===== src/rtl/fnd_scan_controller.sv =====
`default_nettype none
// ============================================================================
// Module      : fnd_scan_controller
// Description : Four-digit time-multiplexed FND scan controller with a
//               tear-free shadow load and optional leading-zero blanking.
// Revision    : 1.0 - initial release
// ============================================================================

module fnd_scan_controller #(
    parameter int CLK_DIV = 100000
) (
    input  logic        i_clk,
    input  logic        i_reset_n,
    input  logic        i_En,
    input  logic        i_Load,
    input  logic [15:0] i_Value,
    input  logic        i_BlankLZ,
    output logic        o_En,
    output logic [1:0]  o_DigitSelect,
    output logic [3:0]  o_Value,
    output logic        o_Pending,
    output logic        o_FrameDone
);

    localparam int                 c_CNT_W   = $clog2(CLK_DIV);
    localparam logic [c_CNT_W-1:0] c_CNT_MAX = c_CNT_W'(CLK_DIV - 1);
    localparam logic [c_CNT_W-1:0] c_CNT_ONE = c_CNT_W'(1);

    typedef enum logic [0:0] {
        c_ST_IDLE = 1'b0,
        c_ST_SCAN = 1'b1
    } state_t;

    state_t             r_state;
    state_t             w_state_nxt;
    logic [c_CNT_W-1:0] r_count;
    logic [c_CNT_W-1:0] w_count_nxt;
    logic [1:0]         r_idx;
    logic [1:0]         w_idx_nxt;
    logic [15:0]        r_disp;
    logic [15:0]        w_disp_nxt;
    logic [15:0]        r_shadow;
    logic [15:0]        w_shadow_nxt;
    logic               r_pending;
    logic               w_pending_nxt;
    logic               r_frame_done;
    logic               w_frame_done_nxt;
    logic               r_en;
    logic               w_en_nxt;
    logic [3:0]         r_val;
    logic [3:0]         w_val_nxt;

    logic               w_tick;
    logic               w_wrap;
    logic [3:0]         w_nib_zero;
    logic [3:0]         w_blank;

    assign w_tick = (r_state == c_ST_SCAN) && (r_count == c_CNT_MAX);
    assign w_wrap = w_tick && (r_idx == 2'd3);

    // ------------------------------------------------------------------
    // Next-state logic: prescaler, digit index and the load handshake
    // ------------------------------------------------------------------
    always_comb begin
        w_state_nxt      = r_state;
        w_count_nxt      = r_count;
        w_idx_nxt        = r_idx;
        w_disp_nxt       = r_disp;
        w_shadow_nxt     = r_shadow;
        w_pending_nxt    = r_pending;
        w_frame_done_nxt = 1'b0;

        case (r_state)
            c_ST_IDLE: begin
                w_count_nxt   = '0;
                w_idx_nxt     = 2'd0;
                w_pending_nxt = 1'b0;
                // Nothing is on screen, so a load goes straight to the display
                if (i_Load) begin
                    w_disp_nxt   = i_Value;
                    w_shadow_nxt = i_Value;
                end
                if (i_En) begin
                    w_state_nxt = c_ST_SCAN;
                end
            end

            c_ST_SCAN: begin
                if (w_tick) begin
                    w_count_nxt = '0;
                    w_idx_nxt   = r_idx + 2'd1;
                end else begin
                    w_count_nxt = r_count + c_CNT_ONE;
                end
                w_frame_done_nxt = w_wrap;

                if (!i_En) begin
                    // Leaving the scan flushes any held value into the display
                    w_state_nxt   = c_ST_IDLE;
                    w_count_nxt   = '0;
                    w_idx_nxt     = 2'd0;
                    w_pending_nxt = 1'b0;
                    if (i_Load) begin
                        w_disp_nxt   = i_Value;
                        w_shadow_nxt = i_Value;
                    end else if (r_pending) begin
                        w_disp_nxt = r_shadow;
                    end
                end else if (w_wrap) begin
                    w_pending_nxt = 1'b0;
                    if (i_Load) begin
                        w_disp_nxt   = i_Value;
                        w_shadow_nxt = i_Value;
                    end else if (r_pending) begin
                        w_disp_nxt = r_shadow;
                    end
                end else if (i_Load) begin
                    w_shadow_nxt  = i_Value;
                    w_pending_nxt = 1'b1;
                end
            end

            default: begin
                w_state_nxt = c_ST_IDLE;
            end
        endcase
    end

    // ------------------------------------------------------------------
    // Output decode on the next-cycle values so every output is a flop
    // ------------------------------------------------------------------
    generate
        for (genvar k = 0; k < 4; k++) begin : g_nib_zero
            assign w_nib_zero[k] = (w_disp_nxt[4*k +: 4] == 4'h0);
        end
    endgenerate

    // A digit blanks only when it and every more-significant digit are zero
    assign w_blank[0] = 1'b0;
    assign w_blank[1] = i_BlankLZ && w_nib_zero[1] && w_nib_zero[2] && w_nib_zero[3];
    assign w_blank[2] = i_BlankLZ && w_nib_zero[2] && w_nib_zero[3];
    assign w_blank[3] = i_BlankLZ && w_nib_zero[3];

    assign w_en_nxt  = (w_state_nxt == c_ST_SCAN) && !w_blank[w_idx_nxt];
    assign w_val_nxt = w_disp_nxt[4*w_idx_nxt +: 4];

    // ------------------------------------------------------------------
    // State and output registers
    // ------------------------------------------------------------------
    always_ff @(posedge i_clk or negedge i_reset_n) begin
        if (!i_reset_n) begin
            r_state      <= c_ST_IDLE;
            r_count      <= '0;
            r_idx        <= 2'd0;
            r_disp       <= 16'h0000;
            r_shadow     <= 16'h0000;
            r_pending    <= 1'b0;
            r_frame_done <= 1'b0;
            r_en         <= 1'b0;
            r_val        <= 4'h0;
        end else begin
            r_state      <= w_state_nxt;
            r_count      <= w_count_nxt;
            r_idx        <= w_idx_nxt;
            r_disp       <= w_disp_nxt;
            r_shadow     <= w_shadow_nxt;
            r_pending    <= w_pending_nxt;
            r_frame_done <= w_frame_done_nxt;
            r_en         <= w_en_nxt;
            r_val        <= w_val_nxt;
        end
    end

    assign o_En          = r_en;
    assign o_DigitSelect = r_idx;
    assign o_Value       = r_val;
    assign o_Pending     = r_pending;
    assign o_FrameDone   = r_frame_done;

endmodule

`default_nettype wire

===== config.mk =====
export PLATFORM = sky130hd
export DESIGN_NAME = fnd_scan_controller
export DESIGN_NICKNAME = d
export VERILOG_FILES = /design/src/rtl/fnd_scan_controller.sv
export SDC_FILE = /design/constraint.sdc
export NUM_CORES = 1
export LEC_CHECK = 0
export CAP_MARGIN = 40
export CORE_ASPECT_RATIO = 0.5
export CORE_MARGIN = 5
export CORE_UTILIZATION = 35
export CTS_CLUSTER_SIZE = 10
export DETAILED_ROUTE_END_ITERATION = 6
export PLACE_DENSITY = 0.55
export SETUP_SLACK_MARGIN = 0.4
export SLEW_MARGIN = 20
export SYNTH_ARGS = -nofsm -noshare
export SYNTH_HDL_FRONTEND = slang
export SYNTH_SLANG_ARGS = --single-unit
export TNS_END_PERCENT = 30

===== constraint.sdc =====
create_clock -name i_clk -period 3.18 [get_ports i_clk]
set_input_delay 0.636 -clock i_clk [delete_from_list [all_inputs] [get_ports i_clk]]
set_output_delay 0.636 -clock i_clk [all_outputs]
set_load 0.05 [all_outputs]

* Word-level counts from Yosys, hierarchy flattened
Index checks and enable logic that the tools add are counted.
Storage, ports and cells: output and inout port bits 9, word-level logic and storage cells 51, register bits after elaboration 59
Cells by class: reduce and logical (&&, ||, !) cells 13, muxes and demuxes 21, $lt $le $gt $ge 1, add/subtract/negate cells 2, equality and inequality tests 3, shift-type cells 1, bitwise gates (word level) 1
Operators with widths (count):
- two-way mux 16 bit | 6
- two-way mux 17 bit | 2
- case mux 17 bit (2 select lines) | 1
- case mux 16 bit (2 select lines) | 1
- adder 17 x 1 -> 17 bit (second input constant) | 1
- == test 17 bit (second input constant) | 1
- indexed part select 16 x 5 -> 4 bit | 1
- zero test 4 bit | 3
- logical AND 1 bit | 9
- two-way mux 1 bit | 6
- two-way mux 2 bit | 2
- inequality test 4 x 3 -> 1 bit (second input constant) | 1
- case mux 2 bit (2 select lines) | 1
- less-than comparator 2 x 3 -> 1 bit (second input constant) | 1
- adder 2 x 1 -> 2 bit (second input constant) | 1
- binary-select mux 1 bit (select 2 bit) | 1
- == test 2 bit (second input constant) | 1
- case mux 1 bit (2 select lines) | 1
- zero test 1 bit | 1
- inverter 1 bit | 1

* Logic depth before layout (Yosys ltp)
Gate-level depths: netlist (run 1).
depth after elaboration 14, depth in mapped cells 10

* Worst setup path after synthesis (run 1)
Ideal clock, no wire load.
kind input to register, start point in i_Load, end point reg r_en, in the netlist o_En, path buffers 1, cell stages on the path 9, required time 3050 ps, slack 600 ps, data arrival time 2450 ps, cells stage by stage clkbuf_1 nor2_1 nor2_1 a21oi_4 mux2_4 nand2_1 or3b_1 nor4b_2 a211oi_1
Between the ends: longest elaborated chain between the ends 12, elaborated cells between the ends (all ways) 18, those cells by class mux: 7; reduce/logical: 11
RTL lines:
- from (decl) | line 15 | input logic i_Load,
- two-way mux 16 bit | line 103, 111
- two-way mux 16 bit | line 109 | end else if (w_wrap) begin
- two-way mux 16 bit | line 97 | if (!i_En) begin
- case mux 16 bit (2 select lines) (*) | line 73 | case (r_state)
- zero test 4 bit | line 134 | assign w_nib_zero[k] = (w_disp_nxt[4*k +: 4] == 4'h0);
- logical AND 1 bit (3 in a row) | line 140 | assign w_blank[1] = i_BlankLZ && w_nib_zero[1] && w_nib_zero[2] && w_nib_zero[3];
- binary-select mux 1 bit (select 2 bit) (*) | line 144 | assign w_en_nxt = (w_state_nxt == c_ST_SCAN) && !w_blank[w_idx_nxt];
- two-way mux 1 bit (implied by the code) (*) | line 144
- zero test 1 bit (*) | line 144
- logical AND 1 bit (*) | line 144
- named net w_en_nxt | line 49 | logic w_en_nxt;
- to (signal assigned) | line 169 | r_en <= w_en_nxt;
- to (decl) | line 48 | logic r_en;
The timed path passes the listed nets; every way through them passes the cells marked *. The select of a mux whose other input is x is not followed. A chain may end at the register's enable or synchronous reset.

* Final worst setup path (run 1)
start point reg r_count[5], end point reg r_en, in the netlist o_En
Between the ends: elaborated cells between the ends (all ways) 22, those cells by class eq/ne: 1; mux: 8; reduce/logical: 13
RTL lines:
- from (decl) | line 36 | logic [c_CNT_W-1:0] r_count;
- from (signal assigned) | line 163 | r_count <= w_count_nxt;
- == test 17 bit | line 58 | assign w_tick = (r_state == c_ST_SCAN) && (r_count == c_CNT_MAX);
- logical AND 1 bit | line 58
- two-way mux 2 bit | line 89 | if (w_tick) begin
- two-way mux 2 bit | line 97
- case mux 2 bit (2 select lines) | line 73
- named net w_idx_nxt[0] | line 39 | logic [1:0] w_idx_nxt;
- binary-select mux 1 bit (select 2 bit) | line 144
- two-way mux 1 bit (implied by the code) | line 144
- zero test 1 bit | line 144
- logical AND 1 bit | line 144
- named net w_en_nxt | line 49
The timed path passes the listed nets, and every way through them passes these cells. The select of a mux whose other input is x is not followed.

==> results.json, run 1 <==
{
  "outcome": "complete, no violations",
  "place.gp.congestion": 0.797,
  "cts_sinks": 59,
  "antenna_found_initial": 0,
  "use_met3_pct": 5.34,
  "top_usage_layer": "met2",
  "fmax_ghz": 0.396,
  "multi_input_area_sq_mm": 0.00163,
  "clk_latency_ps": 330,
  "syn_nets": 338,
  "async_flop_share_pct": 100,
  "grt_overflow": 0,
  "clk_pin_slew_ps": 50,
  "maxSlewViolCount": 0,
  "cp_data_arrival_time_ps": 2750,
  "dieArea_sq_mm": 0.0112,
  "power_density_mw_per_mm2": 530,
  "avgSynthCellArea_sq_um": 10.1,
  "synth.area.top_cells": "dfrtp_1, mux2i_1, mux2_2, a21oi_1, nor2b_1",
  "synth_top_cell_area_share_pct": 46.4,
  "fin_area_sq_mm": 0.00395,
  "numPortBuffers": 29,
  "tightest_slew_ps": 655,
  "ys_seq_area_share_pct": 46.4,
  "synth_edf_count": 0,
  "first_pass_iters": 4,
  "gr-usage-all-layers_pct": 13.9,
  "ys_ff_latch": 59,
  "post-route-period-util_pct": 79.4,
  "startpoint_type": "flip-flop",
  "yosysTopAreaCell": "dfrtp_1",
  "use_met2_pct": 21.1,
  "crit_type": "reg -> reg",
  "grt_pass1_wl_microns": 12200,
  "layout.nets": 371,
  "cp-startpoint": "r_count[5]",
  "cp_max_fo": 9,
  "setup_tns_ps": 0,
  "drive_gt1_share_pct": 15.9,
  "syn_area_sq_mm": 0.00318,
  "yosysUniqueCellTypes": 44,
  "vias": 2386,
  "rsz0062_at_grt": "false",
  "vias_per_cell": 5.08,
  "dr.first_iter.drc_count": 131,
  "required_ps": 3410,
  "fill_cells": 827,
  "diodes": 0,
  "synth_cells": 315,
  "setup_viol": 0,
  "drc_errors": 0,
  "cts-root-buf": "clkbuf_16",
  "finalWirelength_microns": 7060,
  "cts_hold_buf": 0,
  "synth_ff_type": "dfrtp_1",
  "die_width_microns": 145,
  "min_path_type": "in -> async",
  "cts_buffer_depth": 2,
  "hold_violations": 0,
  "rows": 24,
  "met1_usage_pct": 18.6,
  "period_minus_slack_ps": 2520,
  "clock_skew_ps": 5.43,
  "endpoint_kind": "flip-flop",
  "final_common_cell": "dfrtp_1",
  "cap_viol_max_count": 0,
  "grt_pass1_vias": 2410,
  "peakVddDrop_mv": 0.292,
  "ant_nets": 0,
  "cts.htree.levels": 3,
  "grt_max_degree": 60,
  "fp.coreArea_sq_mm": 0.00877,
  "tritoncts": "built",
  "ff_latch_area_sq_mm": 0.00148,
  "dp_hpwl_microns": 4920,
  "ys.warnings.count": 0,
  "ios": 30,
  "cts_buffers": 9,
  "final_core_util_pct": 45.0,
  "area_growth_pct": 24.1,
  "power_leakage_uw": 0.00162,
  "wl_per_cell_microns": 15.0,
  "layout_common_cells": "dfrtp_1, a21oi_1, clkdlybuf4s50_1, nor2_1, nor2b_1",
  "slew-limit-headroom_pct": 56.2,
  "die_h_microns": 77.4,
  "place_area_sq_mm": 0.00357,
  "initial_utilization_pct": 36.3,
  "timing.rr.start": "r_count[5]"
}
## where the power goes
part	switching (uW)	internal, uW
Combinational	166	131
Sequential	29.9	811
Clock	332	623
## repair_timing
item / 4_1_cts / 5_1_grt
buffers inserted: 0 / 1
setup endpoints to repair: 1 / 1
resized for setup: 2 / 8
pin swaps: 0 / 1
## cell families after synthesis
kind of cell / share of synthesized area, %
simple gates: 21.8
compound gates: 13.8
flops: 46.4
mux: 10.1
buf+inv: 3.50
xor+xnor: 3.58
fa+ha+maj: 0.787
## cells in the mapped netlist (2+ instances only)
cell type	instances
and4_1	2
clkbuf_1	7
buf_6	2
o21ai_0	7
nor4b_2	2
a21oi_1	27
and2_1	4
nor2b_1	19
nand3_1	7
mux2i_1	16
xnor2_1	9
nand2_1	18
or3_1	6
nand4_1	9
xor2_1	4
nor4_1	3
o31ai_1	6
nor3_1	4
ha_1	2
mux2_2	13
a211oi_1	14
nand2b_1	11
and3_1	2
nor2_1	26
buf_2	5
a21oi_4	3
o21a_1	5
dfrtp_1	59
inv_1	8
## cell type report
cell class	count	area share (%)
timing repair buffer	37	9.19
clock inverter	5	1.33
tap	117	3.71
multi-input combinational	232	41.4
clock buffer	11	6.15
inverter	9	0.856
sequential	59	37.4
## path summary, 6_finish.rpt
path | end | slack [ps] | cells past startpoint
worst max-delay path | o_En | 660 | 8
worst min-delay path | r_count[2] | 200 | 2
worst max register to register | o_En | 660 | 8
worst min register to register | r_count[0] | 490 | 1
max in group asynchronous | r_shadow[8] | 2500 | 3
min in group i_clk | r_count[0] | 490 | 1
## metrics by stage
step                      setup slack [ps]  power (uW)  std cells  hold slack [ps]
final                                  656        2090        470              200
after global routing                   387        2200        470              181
after CTS                              425        2120        468              489
after detailed placement               250        1140        452              479
after global placement                 239        1140        452              468
after floorplan                        600        1040        315              340
## sequential cells by signal, summed over array words and instances (netlist names)
| register | cells |
|---|---|
| o_Value | 4 |
| o_En | 1 |
| r_state | 1 |
| o_FrameDone | 1 |
| r_shadow | 16 |
| o_DigitSelect | 2 |
| r_count | 17 |
| o_Pending | 1 |
| r_disp | 16 |
## routing by layer
layer	up-vias	part of all wire, %
li1	1191	-
met1	1160	49
met4	0	1.0
met3	5	3.5
met2	30	47
met5	-	0
## worst max-delay path: stages, from the launching register on
cell and delay [ps]:
dfrtp_1 450, nor4b_2 340, nand4_1 270, nor3_4 290
nor3b_1 120, a21oi_4 310, inv_2 140, o2111a_1 270
a211oi_1 220
Power figures use the tool's default switching activity.
==> run 2, diff against run 1 <==
==> constraint.sdc (replaced) <==
create_clock -name i_clk -period 2.4 [get_ports i_clk]
set_input_delay 0.48 -clock i_clk [delete_from_list [all_inputs] [get_ports i_clk]]
set_output_delay 0.48 -clock i_clk [all_outputs]
set_load 0.05 [all_outputs]
==> run 2 against run 1 <==
Net effect:
- clock-buffer cell count down 1
- wire length increased by 14%
- via count up 8.4%
- design area up 14%
- global-route usage up 0.91 points
- critical path depth unchanged
- combinational power up 75%
- critical path type unchanged
==> results.json, run 2 (same netlist as run 1, synthesis figures left out) <==
{
  "cts_sinks": 59,
  "antenna_found_initial": 0,
  "clk_latency_ps": 330,
  "grt_overflow": 0,
  "dieArea_sq_mm": 0.0112,
  "drc_errors": 0,
  "endpoint_kind": "flip-flop",
  "dr.first_iter.drc_count": 108,
  "numPortBuffers": 29,
  "largest_reg_flops": 17,
  "power_density_mw_per_mm2": 651,
  "clock_skew_ps": 7.05,
  "first_pass_iters": 4,
  "grt_max_degree": 30,
  "hold_violations": 0,
  "cts-root-buf": "clkbuf_16",
  "grt_pass1_wl_microns": 13100,
  "initial_utilization_pct": 36.3,
  "cts_buffers": 9,
  "crit_type": "reg -> reg",
  "setup_viol": 0,
  "diodes": 0,
  "dp_hpwl_microns": 5430,
  "place.gp.congestion": 0.843,
  "layout.nets": 418,
  "rsz0062_at_grt": "true",
  "use_met3_pct": 4.55,
  "largest-register": "r_count",
  "cp_max_fo": 3,
  "final_core_util_pct": 51.4,
  "place_area_sq_mm": 0.00394,
  "die_h_microns": 77.4,
  "met1_usage_pct": 19.0,
  "clk_pin_slew_ps": 60,
  "finalWirelength_microns": 8050,
  "maxSlewViolCount": 0,
  "fmax_ghz": 0.427,
  "cts.htree.levels": 3,
  "cp-startpoint": "r_count[8]",
  "wl_per_cell_microns": 15.6,
  "tritoncts": "built",
  "vias": 2587,
  "min_path_type": "in -> async",
  "layout_common_cells": "dfrtp_1, buf_4, nor2_1, clkdlybuf4s50_1, a21oi_1",
  "ant_nets": 0,
  "startpoint_type": "flip-flop",
  "area_growth_pct": 41.6,
  "largestRegisters": "r_count (17), r_disp (16), r_shadow (16)",
  "use_met2_pct": 23.4,
  "fp.coreArea_sq_mm": 0.00877,
  "die_width_microns": 145,
  "final_common_cell": "dfrtp_1",
  "tightest_slew_ps": 538,
  "fin_area_sq_mm": 0.00450,
  "cap_viol_max_count": 0,
  "gr-usage-all-layers_pct": 14.8,
  "timing.rr.start": "r_count[8]",
  "post-route-period-util_pct": 97.6,
  "cts_hold_buf": 0,
  "cp_data_arrival_time_ps": 2550,
  "cts_buffer_depth": 2,
  "ios": 30,
  "required_ps": 2610,
  "outcome": "complete, no violations",
  "top_usage_layer": "met2",
  "slew-limit-headroom_pct": 64.1,
  "rows": 24,
  "vias_per_cell": 5.00,
  "period_minus_slack_ps": 2340,
  "power_leakage_uw": 0.00188,
  "peakVddDrop_mv": 0.358,
  "drive_gt1_share_pct": 33.5,
  "grt_pass1_vias": 2603
}
run 2: cell types whose count changed in the layout (fill, tap and decap cells not counted), sizes merged:
cell / before / now
or2: 1 / 3
dlygate4sd2: 0 / 3
clkinvlp: 1 / 2
clkdlybuf4s50: 26 / 23
buf: 10 / 55
clkbuf: 11 / 10
inv: 9 / 10
clkinv: 3 / 2
run 2: critical path: stages, from the launching register on:
cell      delay, ps
dfrtp_1         400
nor4b_4         330
and4_4          310
a21oi_4          80
mux2_4          310
nand2_2          70
or3b_4          380
nor4b_4         220
a211oi_1        100
run 2: through the flow:
step | hold slack, ps | total power (uW) | worst slack, ps | TNS [ps] | cells
floorplan | 184 | 1380 | 127 | 0 | 315
global placement | 413 | 1570 | -176 | -203 | 491
detailed placement | 415 | 1570 | -240 | -327 | 491
CTS | 58.7 | 2920 | -12.4 | -12.4 | 511
global route | 86.2 | 3060 | -109 | -185 | 517
finish | 57.3 | 2930 | 58.7 | 0 | 517
run 2: final timing paths:
path,end,slack [ps],cells past startpoint
max,o_En,60,8
min,r_count[6],60,1
max reg2reg,o_En,60,8
min reg2reg,r_shadow[3],500,1
max in group asynchronous,r_shadow[11],1680,2
min in group i_clk,r_shadow[3],500,1
run 2: what timing repair did:
item	4_1_cts	5_1_grt
setup buffers	4	4
resized for setup	28	18
gates cloned	0	2
endpoints found under the setup margin	9	25
pin swaps	13	18
run 2: layer usage:
layer	up-vias	routed length, microns
met2	31	3870
met4	0	147
met5	-	0
met3	13	256
li1	1284	-
met1	1259	3770
run 2: where the power goes:
part | internal, uW | switching (uW) | total, uW | leakage (uW)
Clock | 830 | 470 | 1300 | 0.000145
Combinational | 252 | 267 | 520 | 0.00101
Sequential | 1070 | 39.9 | 1110 | 0.000730
Total | 2160 | 777 | 2930 | 0.00188
run 2: area by class of cell:
| cell class | count | area, sq um |
|---|---|---|
| Multi-Input combinational cell | 234 | 1820 |
| Tap cell | 117 | 146 |
| Sequential cell | 59 | 1480 |
| Inverter | 9 | 33.8 |
| Fill cell | 798 | 4260 |
| Clock buffer | 10 | 239 |
| Timing Repair Buffer | 82 | 721 |
| Clock inverter | 6 | 63.8 |
==> run 3, diff against run 2 <==
--- a/config.mk
+++ b/config.mk
@@ -13,7 +13,6 @@
 export DETAILED_ROUTE_END_ITERATION = 6
 export PLACE_DENSITY = 0.55
 export SETUP_SLACK_MARGIN = 0.4
-export SLEW_MARGIN = 20
 export SYNTH_ARGS = -nofsm -noshare
 export SYNTH_HDL_FRONTEND = slang
 export SYNTH_SLANG_ARGS = --single-unit
==> results of run 3 <==
No change in the layout: final DEF, timing and power equal those of run 2.
